==> src/rtl/fetch_sequencer_if.sv <==
// Control-decoder / instruction-ROM side bundle of the fetch sequencer.
// The master drives control inputs; the sequencer (slave) returns PC and status.
interface fetch_sequencer_if #(
    parameter int PC_W  = 8,
    parameter int OFF_W = 6
);
    logic             Start;
    logic [PC_W-1:0]  Start_Addr;
    logic             Stall;
    logic             Branch;
    logic [1:0]       Cond;
    logic             Zero;
    logic [1:0]       Mode;
    logic [OFF_W-1:0] Offset;
    logic             Call;
    logic             Ret;
    logic             Halt_In;
    logic [PC_W-1:0]  PC;
    logic             Halted;
    logic             Ras_Empty;
    logic             Ras_Full;
    logic             Ras_Err;

    modport master (
        output Start, Start_Addr, Stall, Branch, Cond, Zero, Mode, Offset,
               Call, Ret, Halt_In,
        input  PC, Halted, Ras_Empty, Ras_Full, Ras_Err
    );

    modport slave (
        input  Start, Start_Addr, Stall, Branch, Cond, Zero, Mode, Offset,
               Call, Ret, Halt_In,
        output PC, Halted, Ras_Empty, Ras_Full, Ras_Err
    );
endinterface

==> src/rtl/fetch_sequencer.sv <==
// Next-instruction sequencer: relative/page/absolute branches, conditional
// branching, stall, halt and a return-address stack for call/return.
module fetch_sequencer #(
    parameter int PC_W      = 8,
    parameter int OFF_W     = 6,
    parameter int PAGE_BITS = 6,
    parameter int RAS_DEPTH = 4
) (
    input  logic              CLK,
    input  logic              Reset,
    fetch_sequencer_if.slave  bus
);
    localparam int CNT_W = $clog2(RAS_DEPTH + 1);
    localparam int IDX_W = (RAS_DEPTH > 1) ? $clog2(RAS_DEPTH) : 1;

    localparam logic [0:0] S_RUN  = 1'b0;
    localparam logic [0:0] S_HALT = 1'b1;

    logic [0:0]       r_state;
    logic [PC_W-1:0]  r_pc;
    logic [CNT_W-1:0] r_cnt;
    logic             r_err;
    logic [PC_W-1:0]  r_ras [RAS_DEPTH];

    logic [PC_W-1:0]  w_pc_inc;
    logic [PC_W-1:0]  w_target;
    logic [PC_W-1:0]  w_top;
    logic             w_empty;
    logic             w_full;
    logic             w_taken;
    logic             w_push;

    // Mode 2'b11 is reserved and falls through to relative.
    function automatic logic [PC_W-1:0] f_target(
        input logic [PC_W-1:0]  pc,
        input logic [1:0]       mode,
        input logic [OFF_W-1:0] off
    );
        logic [PC_W-1:0]         page_mask;
        logic signed [OFF_W-1:0] off_s;
        page_mask = {PC_W{1'b1}} << PAGE_BITS;
        off_s     = off;
        case (mode)
            2'b01:   f_target = (pc & page_mask) | (PC_W'(off) & ~page_mask);
            2'b10:   f_target = PC_W'(off);
            default: f_target = pc + PC_W'(off_s);
        endcase
    endfunction

    function automatic logic f_cond(input logic [1:0] cond, input logic zero);
        case (cond)
            2'b00:   f_cond = 1'b1;
            2'b01:   f_cond = !zero;
            2'b10:   f_cond = zero;
            default: f_cond = 1'b0;
        endcase
    endfunction

    assign w_pc_inc = r_pc + PC_W'(1);
    assign w_target = f_target(r_pc, bus.Mode, bus.Offset);
    assign w_top    = r_ras[IDX_W'(r_cnt - CNT_W'(1))];
    assign w_empty  = (r_cnt == '0);
    assign w_full   = (r_cnt == CNT_W'(RAS_DEPTH));
    assign w_taken  = bus.Branch && f_cond(bus.Cond, bus.Zero);

    // Must mirror exactly the Call branch of the control block below.
    assign w_push = !Reset && !bus.Start && (r_state == S_RUN) && !bus.Halt_In &&
                    !bus.Stall && !bus.Ret && bus.Call && !w_full;

    always_ff @(posedge CLK) begin
        if (Reset) begin
            r_pc    <= '0;
            r_state <= S_RUN;
            r_cnt   <= '0;
            r_err   <= 1'b0;
        end else if (bus.Start) begin
            r_pc    <= bus.Start_Addr;
            r_state <= S_RUN;
        end else if (r_state == S_RUN) begin
            if (bus.Halt_In) begin
                r_state <= S_HALT;
            end else if (!bus.Stall) begin
                if (bus.Ret) begin
                    if (w_empty) begin
                        r_err <= 1'b1;
                        r_pc  <= w_pc_inc;
                    end else begin
                        r_pc  <= w_top;
                        r_cnt <= r_cnt - CNT_W'(1);
                    end
                end else if (bus.Call) begin
                    if (w_full) r_err <= 1'b1;
                    else        r_cnt <= r_cnt + CNT_W'(1);
                    r_pc <= w_target;
                end else if (w_taken) begin
                    r_pc <= w_target;
                end else begin
                    r_pc <= w_pc_inc;
                end
            end
        end
    end

    // Stack storage is never reset; only the count says which entries are live.
    always_ff @(posedge CLK) begin
        if (w_push) r_ras[IDX_W'(r_cnt)] <= w_pc_inc;
    end

    assign bus.PC        = r_pc;
    assign bus.Halted    = (r_state == S_HALT);
    assign bus.Ras_Empty = w_empty;
    assign bus.Ras_Full  = w_full;
    assign bus.Ras_Err   = r_err;
endmodule

==> src/flat_wrapper.sv <==
// flat-port wrapper written by rule: the top's interface ports become plain ports
module fetch_sequencer_flat 
#(
    parameter int PC_W      = 8,
    parameter int OFF_W     = 6,
    parameter int PAGE_BITS = 6,
    parameter int RAS_DEPTH = 4
)
  (CLK, Reset, bus_Start, bus_Start_Addr, bus_Stall, bus_Branch, bus_Cond, bus_Zero, bus_Mode, bus_Offset, bus_Call, bus_Ret, bus_Halt_In, bus_PC, bus_Halted, bus_Ras_Empty, bus_Ras_Full, bus_Ras_Err);
  fetch_sequencer_if #(.PC_W(PC_W), .OFF_W(OFF_W)) bus_i ();
  input  logic CLK;
  input  logic Reset;
  input wire logic [$bits(bus_i.Start)-1:0] bus_Start;
  input wire logic [$bits(bus_i.Start_Addr)-1:0] bus_Start_Addr;
  input wire logic [$bits(bus_i.Stall)-1:0] bus_Stall;
  input wire logic [$bits(bus_i.Branch)-1:0] bus_Branch;
  input wire logic [$bits(bus_i.Cond)-1:0] bus_Cond;
  input wire logic [$bits(bus_i.Zero)-1:0] bus_Zero;
  input wire logic [$bits(bus_i.Mode)-1:0] bus_Mode;
  input wire logic [$bits(bus_i.Offset)-1:0] bus_Offset;
  input wire logic [$bits(bus_i.Call)-1:0] bus_Call;
  input wire logic [$bits(bus_i.Ret)-1:0] bus_Ret;
  input wire logic [$bits(bus_i.Halt_In)-1:0] bus_Halt_In;
  output wire logic [$bits(bus_i.PC)-1:0] bus_PC;
  output wire logic [$bits(bus_i.Halted)-1:0] bus_Halted;
  output wire logic [$bits(bus_i.Ras_Empty)-1:0] bus_Ras_Empty;
  output wire logic [$bits(bus_i.Ras_Full)-1:0] bus_Ras_Full;
  output wire logic [$bits(bus_i.Ras_Err)-1:0] bus_Ras_Err;
  assign bus_i.Start = bus_Start;
  assign bus_i.Start_Addr = bus_Start_Addr;
  assign bus_i.Stall = bus_Stall;
  assign bus_i.Branch = bus_Branch;
  assign bus_i.Cond = bus_Cond;
  assign bus_i.Zero = bus_Zero;
  assign bus_i.Mode = bus_Mode;
  assign bus_i.Offset = bus_Offset;
  assign bus_i.Call = bus_Call;
  assign bus_i.Ret = bus_Ret;
  assign bus_i.Halt_In = bus_Halt_In;
  assign bus_PC = bus_i.PC;
  assign bus_Halted = bus_i.Halted;
  assign bus_Ras_Empty = bus_i.Ras_Empty;
  assign bus_Ras_Full = bus_i.Ras_Full;
  assign bus_Ras_Err = bus_i.Ras_Err;
  fetch_sequencer #(.PC_W(PC_W), .OFF_W(OFF_W), .PAGE_BITS(PAGE_BITS), .RAS_DEPTH(RAS_DEPTH)) u_core (.CLK(CLK), .Reset(Reset), .bus(bus_i));
endmodule
==> config.mk <==
export PLATFORM = sky130hd
export DESIGN_NAME = fetch_sequencer_flat
export DESIGN_NICKNAME = d
export VERILOG_FILES = /design/src/rtl/fetch_sequencer_if.sv /design/src/rtl/fetch_sequencer.sv /design/src/flat_wrapper.sv
export SDC_FILE = /design/constraint.sdc
export NUM_CORES = 1
export LEC_CHECK = 0
export ABC_CLOCK_PERIOD_IN_PS = 3950
export CORE_MARGIN = 10
export CORE_UTILIZATION = 53
export CTS_BUF_LIST = sky130_fd_sc_hd__clkbuf_4
export CTS_CLUSTER_SIZE = 12
export DETAILED_ROUTE_END_ITERATION = 6
export GPL_TIMING_DRIVEN = 0
export PLACE_DENSITY = 0.78
export SLEW_MARGIN = 40
export SYNTH_ARGS = -nofsm -noshare
export SYNTH_HDL_FRONTEND = slang
export SYNTH_SLANG_ARGS = --single-unit
export TNS_END_PERCENT = 50
==> constraint.sdc <==
create_clock -name CLK -period 3.95 [get_ports CLK]
set_clock_uncertainty 0.1 [all_clocks]
set_input_delay 0.79 -clock CLK [delete_from_list [all_inputs] [get_ports CLK]]
set_output_delay 0.79 -clock CLK [all_outputs]
set_load 0.005 [all_outputs]
After elaboration in Yosys (flattened, before gate mapping) --
Memory sizes are Yosys's and may differ from the RTL's. Cells that the tools add are included.
Word-level totals: bits in registers 13, bits in writable memories 32, input port bits 27, output and inout port bits 12, word-level logic and storage cells 70, memories 1
Cells by class: add/subtract/negate cells 4, equality and inequality tests 11, mux-type cells 22, bitwise logic cells 5, reductions and logical operators 23
Memory list:
- u_core.r_ras | depth 4, width 8, rd ports 1, clocked after Yosys merged registers in 0, write ports 1, RTL line fetch_sequencer.sv:23 | logic [PC_W-1:0] r_ras [RAS_DEPTH];
Operators with widths (count):
- 2-to-1 mux 8 bit | 8
- one-hot mux 8 bit (2 select lines) | 1
- AND reduction 7 bit | 2
- 2-to-1 mux 3 bit | 4
- != test 2 bit, second input constant | 5
- adder 8 x 1 -> 8 bit, second input constant | 1
- adder 8 bit | 1
- logical AND 1 bit | 8
- 2-to-1 mux 1 bit | 8
- OR 8 x 6 -> 8 bit | 1
- logical NOT 1 bit | 7
- == test 2 x 1 -> 1 bit, second input constant | 2
- == test 2 bit, second input constant | 2
- inverter 1 bit | 4
- nonzero test 2 bit | 2
- adder 3 x 1 -> 3 bit, second input constant | 1
- == test 3 bit, second input constant | 1
- logical NOT 3 bit | 1
- one-hot mux 1 bit (3 select lines) | 1
- AND reduction 3 bit | 1
- subtractor 3 x 1 -> 3 bit, second input constant | 1
- logical NOT 2 bit | 1
- != test 2 x 1 -> 1 bit, second input constant | 1
- OR reduction 2 bit | 1

Longest topological paths before layout --
Gate-level depths: netlist (run 1).
depth in word-level cells 10, depth in mapped cells 10, mapped depth without buffers 9

Least setup slack after synthesis (run 1) --
No wires, ideal clock.
path kind input to register, from in bus_Offset[3], to reg u_core.r_pc[7] (netlist: u_core.bus.PC[7]), library setup time 103 ps, arrival time 2214 ps, required time 3747 ps, slack 1532 ps, cell stages on the path 7, buffers on the path 0, path through ha_1 > and3_1 > o2bb2ai_1 > o22ai_1 > xnor2_1 > a311oi_2 > a2111oi_2
Between the ends: word-level cells in the longest chain between the ends 9
Ends and longest elaborated chain:
- start: declaration | RTL line flat_wrapper.sv:20 | input wire logic [$bits(bus_i.Offset)-1:0] bus_Offset;
- adder 8 bit (*) | RTL line fetch_sequencer.sv:46 | default: f_target = pc + PC_W'(off_s);
- one-hot mux 8 bit (2 select lines) (*) | RTL line fetch_sequencer.sv:43 | case (mode)
- 2-to-1 mux 8 bit | RTL line fetch_sequencer.sv:95 | end else if (w_taken) begin
- 2-to-1 mux 8 bit (*) | RTL line fetch_sequencer.sv:91 | end else if (bus.Call) begin
- 2-to-1 mux 8 bit (*) | RTL line fetch_sequencer.sv:83 | if (bus.Ret) begin
- 2-to-1 mux 8 bit (*) | RTL line fetch_sequencer.sv:82 | end else if (!bus.Stall) begin
- 2-to-1 mux 8 bit (*) | RTL line fetch_sequencer.sv:80 | if (bus.Halt_In) begin
- 2-to-1 mux 8 bit (*) | RTL line fetch_sequencer.sv:79 | end else if (r_state == S_RUN) begin
- 2-to-1 mux 8 bit (*) | RTL line fetch_sequencer.sv:76 | end else if (bus.Start) begin
- end signal: assignment | RTL line fetch_sequencer.sv:77 | r_pc <= bus.Start_Addr;
- end signal: assignment | RTL line fetch_sequencer.sv:86 | r_pc <= w_pc_inc;
- end signal: assignment | RTL line fetch_sequencer.sv:88 | r_pc <= w_top;
- end: declaration | RTL line fetch_sequencer.sv:20 | logic [PC_W-1:0] r_pc;
Every way passes the cells marked *; elsewhere a longest branch is shown, timed or not. The select of a mux whose other input is x is not followed. A chain may end at the register's enable or synchronous reset.

Worst setup path after layout (run 1) --
from in bus_Halt_In, to mem u_core.r_ras[2][4], enable pin
Between the ends: word-level cells in the longest chain between the ends 8
Ends and longest elaborated chain:
- start: declaration | RTL line flat_wrapper.sv:23 | input wire logic [$bits(bus_i.Halt_In)-1:0] bus_Halt_In;
- logical NOT 1 bit | RTL line fetch_sequencer.sv:67 | assign w_push = !Reset && !bus.Start && (r_state == S_RUN) && !bus.Halt_In &&
- logical AND 1 bit (2 in a row) | RTL line fetch_sequencer.sv:67
- logical AND 1 bit (3 in a row) | RTL line fetch_sequencer.sv:68 | !bus.Stall && !bus.Ret && bus.Call && !w_full;
- 2-to-1 mux 1 bit | RTL line fetch_sequencer.sv:106 | if (w_push) r_ras[IDX_W'(r_cnt)] <= w_pc_inc;
- 2-to-1 mux 1 bit (not written as such) | RTL line fetch_sequencer.sv:106
- end: declaration | RTL line fetch_sequencer.sv:23
Every way passes these cells.

==> impl_metrics.csv, run 1 <==
group,metric,value,unit
place,io_buffers,38,
timing,max_freq,0.336,GHz
floorplan,start_util,55.7,%
clocking,cts_resized,0,
clocking,cts-root-buf,"clkbuf_4",
drt,vias,2023,
outcome,status,"completed",
yosys,syn_nets,287,
timing,setup_tns,0,ns
critical_path,startpoint_type,"primary input",
pwr,p_switching,0.000265,W
critical_path,crit_path_max_incr_delay,0.59,ns
clocking,htreeDepth,2,
timing,period_minus_slack,2.97,ns
drt,dr.pass1.iters,4,
yosys,synth_seq_cells,45,
yosys,ys_top_cells_by_area,"edfxtp_1 36%, dfxtp_1 9.8%, ha_1 7.0%",
yosys,synth_area,2670,um2
cells_and_area,diodes,0,
critical_path,crit_required,3.86,ns
clocking,cts_tree,"yes",
global_route,grt_pass1_vias,2078,
critical_path,worstPathCellList,"clkdlybuf4s50_1, or3_1, clkbuf_1, nor4_1, and2_1",
pwr,p_int,0.000759,W
place,dp_hpwl,4.95,mm
place,placed_cells,349,
yosys,synth-async-reset-ratio,0,%
drt,routed.top_layer,"met4",
pwr,ir_worst_vdd,0.308,mV
floorplan,core-area,4790,um2
floorplan,die-width,90.9,um
critical_path,crit_arrival,2.88,ns
drt,wl,6.39,mm
drt,wl_per_cell,17.9,um
timing,report.final.slew_viol_count,0,
yosys,ys.flop_type,"edfxtp_1",
critical_path,cp-end-kind,"flip-flop",
pwr,cellLeakagePower,1.18,nW
clocking,clkLatencyLatePin,0.34,ns
pwr,p_seq_share,52.0,%
cells_and_area,final_layout_size_suffix_gt1_share,6.21,%
place,place_congestion,0.878,
global_route,grt_usage,15.3,%
cells_and_area,fillers,387,
place,place_area,3130,um2
pwr,pwr-share-clk,27.9,%
drt,viasPerCell,5.67,
yosys,ys_seq_area_share,45.8,%
cells_and_area,nNetsFinal,332,
drt,dr_wl_met2,3.30,mm
cells_and_area,final_util,67.2,%
yosys,synth_edf_count,32,
timing,tightest_slew,0.654,ns
worst_hold_path,hp-class,"reg2reg",
global_route,grt-ovfl-total,0,
yosys,yosysTopAreaCell,"edfxtp_1",
floorplan,die_h,90.9,um
global_route,grt_first_pass_wirelength,10.3,mm
clocking,clkSlewWorstSetupHoldPaths,0.13,ns
critical_path,crit_slowest_cell,"nor4_1",
yosys,ys_warn_count,0,
cells_and_area,final_cells,357,
global_route,grt_max_degree,15,
floorplan,rows,25,
drt,ant_nets,0,
floorplan,io_pins,39,
yosys,synth_top_area_share,36.0,%
drt,drt-initial-drc-count,129,
clocking,hold_buffers,0,
yosys,syn_inst,244,
cells_and_area,post-route-cell-area,3210,um2
yosys,avgSynthCellArea,10.9,um2
flow_run,maxCapViolCount,0,
timing,grt_setup_unrepaired,"no",
yosys,synth_cell_types,46,
timing,setup_viol,0,
timing,min_period_over_period,75.3,%
global_route,antenna_found_initial,0,
pwr,swShare,25.9,%
clocking,post_cts_buffers,0,
clocking,cts.sink_count,45,
clocking,numCtsBuffers,5,
cells_and_area,syn2layout_area_growth,20.6,%
timing,relSlewSlack,56.2,%
drt,met3_length,264,um
drt,drc,0,
pwr,p_total,0.00102,W
drt,drt-met1-wl,2.77,mm
timing,finalHoldViolations,0,
clocking,cts.path.max_buffers,2,
critical_path,path_class,"in2reg",
pwr,cellPowerDensity,319,nW/um2
critical_path,critPathMaxFanout,8,
pwr,combPwrFrac,20.1,%
floorplan,die_area,8270,um2
metrics by stage:
| step | setup slack, ns | hold WS [ns] |
|---|---|---|
| floorplan | 1.53 | 0.361 |
| global placement | 0.717 | 0.370 |
| detailed placement | 0.694 | 0.357 |
| CTS | 1.02 | 0.389 |
| global route | 0.869 | 0.449 |
| finish | 0.976 | 0.384 |
flip-flops by register name (all words and copies together), names as in the netlist:
signal              cells
u_core.r_ras           32
u_core.bus.PC           8
u_core.bus.Halted       1
u_core.bus.Ras_Err      1
u_core.r_cnt            3
final cells by class:
| class | instances | area, um2 | area share [%] |
|---|---|---|---|
| Buffer | 10 | 46.3 | 1.44 |
| Clock buffer | 6 | 45.0 | 1.40 |
| Clock inverter | 2 | 38.8 | 1.21 |
| Inverter | 20 | 75.1 | 2.34 |
| Multi-Input combinational cell | 169 | 1320 | 41.2 |
| Sequential cell | 45 | 1220 | 38.0 |
| Tap cell | 67 | 83.8 | 2.61 |
| Timing Repair Buffer | 38 | 380 | 11.8 |
worst max-delay path: cells and delay by family:
kind                   cells  cell delay (ns)
buffers and inverters      2             0.65
and+or+nand+nor            3             1.42
cell usage after synthesis, types with 2 or more instances:
master,count
a21o_1,3
a21oi_1,28
a221oi_1,3
a22oi_1,2
and2_1,6
and3_1,2
clkbuf_1,8
dfxtp_1,13
edfxtp_1,32
ha_1,15
inv_1,20
mux2i_1,3
mux4_1,7
nand2_1,10
nand2b_1,3
nand3_1,5
nand3b_1,2
nor2_1,18
nor2b_1,4
nor3_1,4
nor3_2,2
o21a_1,2
o21ai_0,11
o221ai_1,3
o22ai_1,3
o311a_1,2
or3_1,3
xnor2_1,8
xor2_1,5
metal layers:
layer | GRT usage, % | up-vias
met1 | 17.8 | 965
met2 | 28.0 | 48
li1 | - | 1006
met5 | 0 | -
met3 | 2.99 | 4
met4 | 3.26 | 0
logic make-up (layout without fill, tap and decap cells):
group / Yosys count / in the layout / synth area share, %
fa+ha+maj: 16 / 16 / 7.79
xor+xnor: 13 / 13 / 4.27
simple gates: 60 / 60 / 11.4
buf+inv: 30 / 76 / 4.55
flops: 45 / 45 / 45.8
compound gates: 68 / 68 / 16.9
mux: 12 / 12 / 9.29
power by group through the flow:
stage,Combinational (W),Clock [W],Sequential (W)
2_1_floorplan,0.000124,0,0.000540
3_3_place_gp,0.000200,0,0.000542
3_5_place_dp,0.000204,0,0.000543
4_1_cts,0.000206,0.000295,0.000532
5_1_grt,0.000228,0.000318,0.000535
6_report,0.000206,0.000286,0.000533
layout by cell type, fill, tap and decap left out, types with 6 or more instances in the layout:
| cell type | synthesis | routed |
|---|---|---|
| edfxtp_1 | 32 | 32 |
| o21ai_0 | 11 | 11 |
| clkdlybuf4s50_1 | 0 | 38 |
| nand2_1 | 10 | 10 |
| dfxtp_1 | 13 | 13 |
| mux4_1 | 7 | 7 |
| inv_1 | 20 | 20 |
| clkbuf_1 | 8 | 8 |
| and2_1 | 6 | 6 |
| xnor2_1 | 8 | 8 |
| a21oi_1 | 28 | 28 |
| nor2_1 | 18 | 18 |
| ha_1 | 15 | 15 |
| clkbuf_4 | 0 | 6 |
final timing paths:
path | from | endpoint | slack (ns) | depth (start not counted)
setup reg to reg | u_core.r_cnt[0] | u_core.bus.PC[7] | 1.21 | 9
setup / recovery | bus_Halt_In | u_core.r_ras[2][4] | 0.98 | 5
hold / removal | u_core.bus.Ras_Err | u_core.bus.Ras_Err | 0.38 | 2
hold reg to reg | u_core.bus.Ras_Err | u_core.bus.Ras_Err | 0.38 | 2
Note: power is estimated with default switching activity, not from simulation.
==> inputs of run 2 (changes only) <==
--- a/config.mk
+++ b/config.mk
@@ -5,14 +5,14 @@
 export SDC_FILE = /design/constraint.sdc
 export NUM_CORES = 1
 export LEC_CHECK = 0
-export ABC_CLOCK_PERIOD_IN_PS = 3950
+export ABC_CLOCK_PERIOD_IN_PS = 2500
 export CORE_MARGIN = 10
-export CORE_UTILIZATION = 53
+export CORE_UTILIZATION = 51
 export CTS_BUF_LIST = sky130_fd_sc_hd__clkbuf_4
 export CTS_CLUSTER_SIZE = 12
 export DETAILED_ROUTE_END_ITERATION = 6
 export GPL_TIMING_DRIVEN = 0
-export PLACE_DENSITY = 0.78
+export PLACE_DENSITY = 0.79
 export SLEW_MARGIN = 40
 export SYNTH_ARGS = -nofsm -noshare
 export SYNTH_HDL_FRONTEND = slang
==> constraint.sdc (replaced) <==
create_clock -name CLK -period 2.5 [get_ports CLK]
set_clock_uncertainty 0.1 [all_clocks]
set_input_delay 0.5 -clock CLK [delete_from_list [all_inputs] [get_ports CLK]]
set_output_delay 0.5 -clock CLK [all_outputs]
set_load 0.005 [all_outputs]
==> run 2 against run 1 <==
  * Worst setup slack worse by 0.95 ns
  * Largest cell class unchanged
  * Via count grew 3.3%
  * Sequential power up 58%
  * Clock-buffer cell count shrank 1
  * Flip-flop and latch count is the same
  * Total power is 58% higher
  * Largest power group unchanged
  * Non-clock buffer count is 1 lower
  * Hold slack better by 0.051 ns
  * Cell area is 0.97% higher
  * Highest routed layer unchanged
==> impl_metrics.csv, run 2 (same netlist as run 1, synthesis figures left out) <==
group,metric,value,unit
critical_path,cp-end-kind,"output pin",
clocking,cts_tree,"yes",
floorplan,core-area,5070,um2
cells_and_area,diodes,0,
floorplan,die_h,92.3,um
pwr,p_seq_share,52.1,%
timing,min_period_over_period,99.0,%
critical_path,crit_arrival,1.88,ns
clocking,htreeDepth,2,
clocking,numCtsBuffers,5,
cells_and_area,largest_reg_flops,32,
place,dp_hpwl,4.68,mm
floorplan,die-width,92.3,um
clocking,cts.path.max_buffers,2,
drt,ant_nets,0,
timing,setup_viol,0,
place,place_congestion,0.862,
critical_path,crit_required,1.90,ns
clocking,clkSlewWorstSetupHoldPaths,0.14,ns
global_route,grt_usage,14.4,%
drt,vias,2089,
cells_and_area,final_layout_size_suffix_gt1_share,9.00,%
pwr,swShare,26.6,%
place,io_buffers,38,
cells_and_area,final_common_cell,"clkdlybuf4s50_1",
floorplan,io_pins,39,
critical_path,startpoint_type,"flip-flop",
pwr,combPwrFrac,20.4,%
timing,tightest_slew,0.682,ns
floorplan,start_util,52.5,%
cells_and_area,mostFrequentLayoutCells,"38 x clkdlybuf4s50_1, 32 x edfxtp_1, 27 x a21oi_1",
cells_and_area,nNetsFinal,331,
timing,report.final.slew_viol_count,0,
timing,period_minus_slack,2.48,ns
global_route,grt-ovfl-total,0,
global_route,antenna_found_initial,0,
clocking,cts.sink_count,45,
critical_path,path_class,"reg2out",
drt,wl_per_cell,17.3,um
outcome,status,"completed",
timing,finalHoldViolations,0,
drt,viasPerCell,5.82,
drt,dr.pass1.iters,5,
critical_path,reg2reg_setup_slack,0.15,ns
timing,grt_setup_unrepaired,"yes",
floorplan,rows,26,
clocking,cts-root-buf,"clkbuf_4",
pwr,pwr-share-clk,27.5,%
cells_and_area,final_util,64.0,%
pwr,cellLeakagePower,1.17,nW
pwr,cellPowerDensity,498,nW/um2
global_route,grt_first_pass_wirelength,9.96,mm
timing,max_freq,0.404,GHz
drt,wl,6.21,mm
cells_and_area,regMostFlops,"u_core.r_ras",
worst_hold_path,hp-class,"reg2reg",
drt,drc,0,
clocking,post_cts_buffers,0,
timing,hold_ws,0.435,ns
global_route,grt_pass1_vias,2087,
pwr,p_switching,0.000430,W
clocking,hold_buffers,0,
timing,relSlewSlack,54.3,%
floorplan,die_area,8520,um2
global_route,grt_max_degree,15,
pwr,p_int,0.00119,W
critical_path,critPathMaxFanout,10,
drt,drt-initial-drc-count,111,
flow_run,maxCapViolCount,0,
clocking,clkLatencyLatePin,0.36,ns
cells_and_area,syn2layout_area_growth,21.7,%
pwr,ir_worst_vdd,0.406,mV
-- run 2: final timing paths --
kind                                         start            endpoint  depth (start not counted)
worst max-delay path               u_core.r_cnt[0]        bus_Ras_Full                          5
worst min-delay path            u_core.bus.Ras_Err  u_core.bus.Ras_Err                          2
worst max register to register     u_core.r_cnt[0]    u_core.bus.PC[7]                          8
worst min register to register  u_core.bus.Ras_Err  u_core.bus.Ras_Err                          2
-- run 2: cell type report --
cell class | count | area (um2)
Buffer | 9 | 42.5
Clock buffer | 5 | 37.5
Clock inverter | 3 | 41.3
Fill cell | 422 | 1830
Inverter | 20 | 75.1
Multi-Input combinational cell | 169 | 1360
Sequential cell | 45 | 1220
Tap cell | 70 | 87.6
Timing Repair Buffer | 38 | 380
-- run 2: power by group through the flow --
stage	logic [W]	clock network [W]	registers (W)
final	0.000330	0.000445	0.000842
after global routing	0.000362	0.000496	0.000845
after CTS	0.000327	0.000453	0.000841
after detailed placement	0.000321	0	0.000858
after global placement	0.000315	0	0.000857
after floorplan	0.000196	0	0.000853
-- run 2: repair_timing --
action | CTS | global route
endpoints found under the setup margin | 36 | 35
pin swaps | 0 | 1
gates resized for setup | 7 | 3
-- run 2: metrics by stage --
step | power [W] | area [um2] | setup WS [ns] | TNS (ns) | instances
2_1_floorplan | 0.00105 | 2670 | 0.107 | 0 | 244
4_1_cts | 0.00162 | 3230 | 0.0185 | 0 | 359
5_1_grt | 0.00170 | 3250 | -0.0796 | -0.149 | 359
6_report | 0.00162 | 3250 | 0.0249 | 0 | 359
3_5_place_dp | 0.00118 | 3130 | -0.451 | -15.00 | 352
3_3_place_gp | 0.00117 | 3130 | -0.442 | -15.02 | 352
-- run 2: critical path, stage by stage, from the launching register on --
cell             delay [ns]
dfxtp_1                0.36
buf_6                  0.16
inv_1                  0.15
ha_4                   0.20
and2_1                 0.16
clkdlybuf4s50_1        0.51
-- run 2: per-layer routing --
layer	up-vias	track usage, %	wire (um)
met3	12	2.50	318
met5	-	0	0
met2	64	24.7	3130
li1	1011	-	-
met1	1002	17.3	2630
met4	0	6.43	140
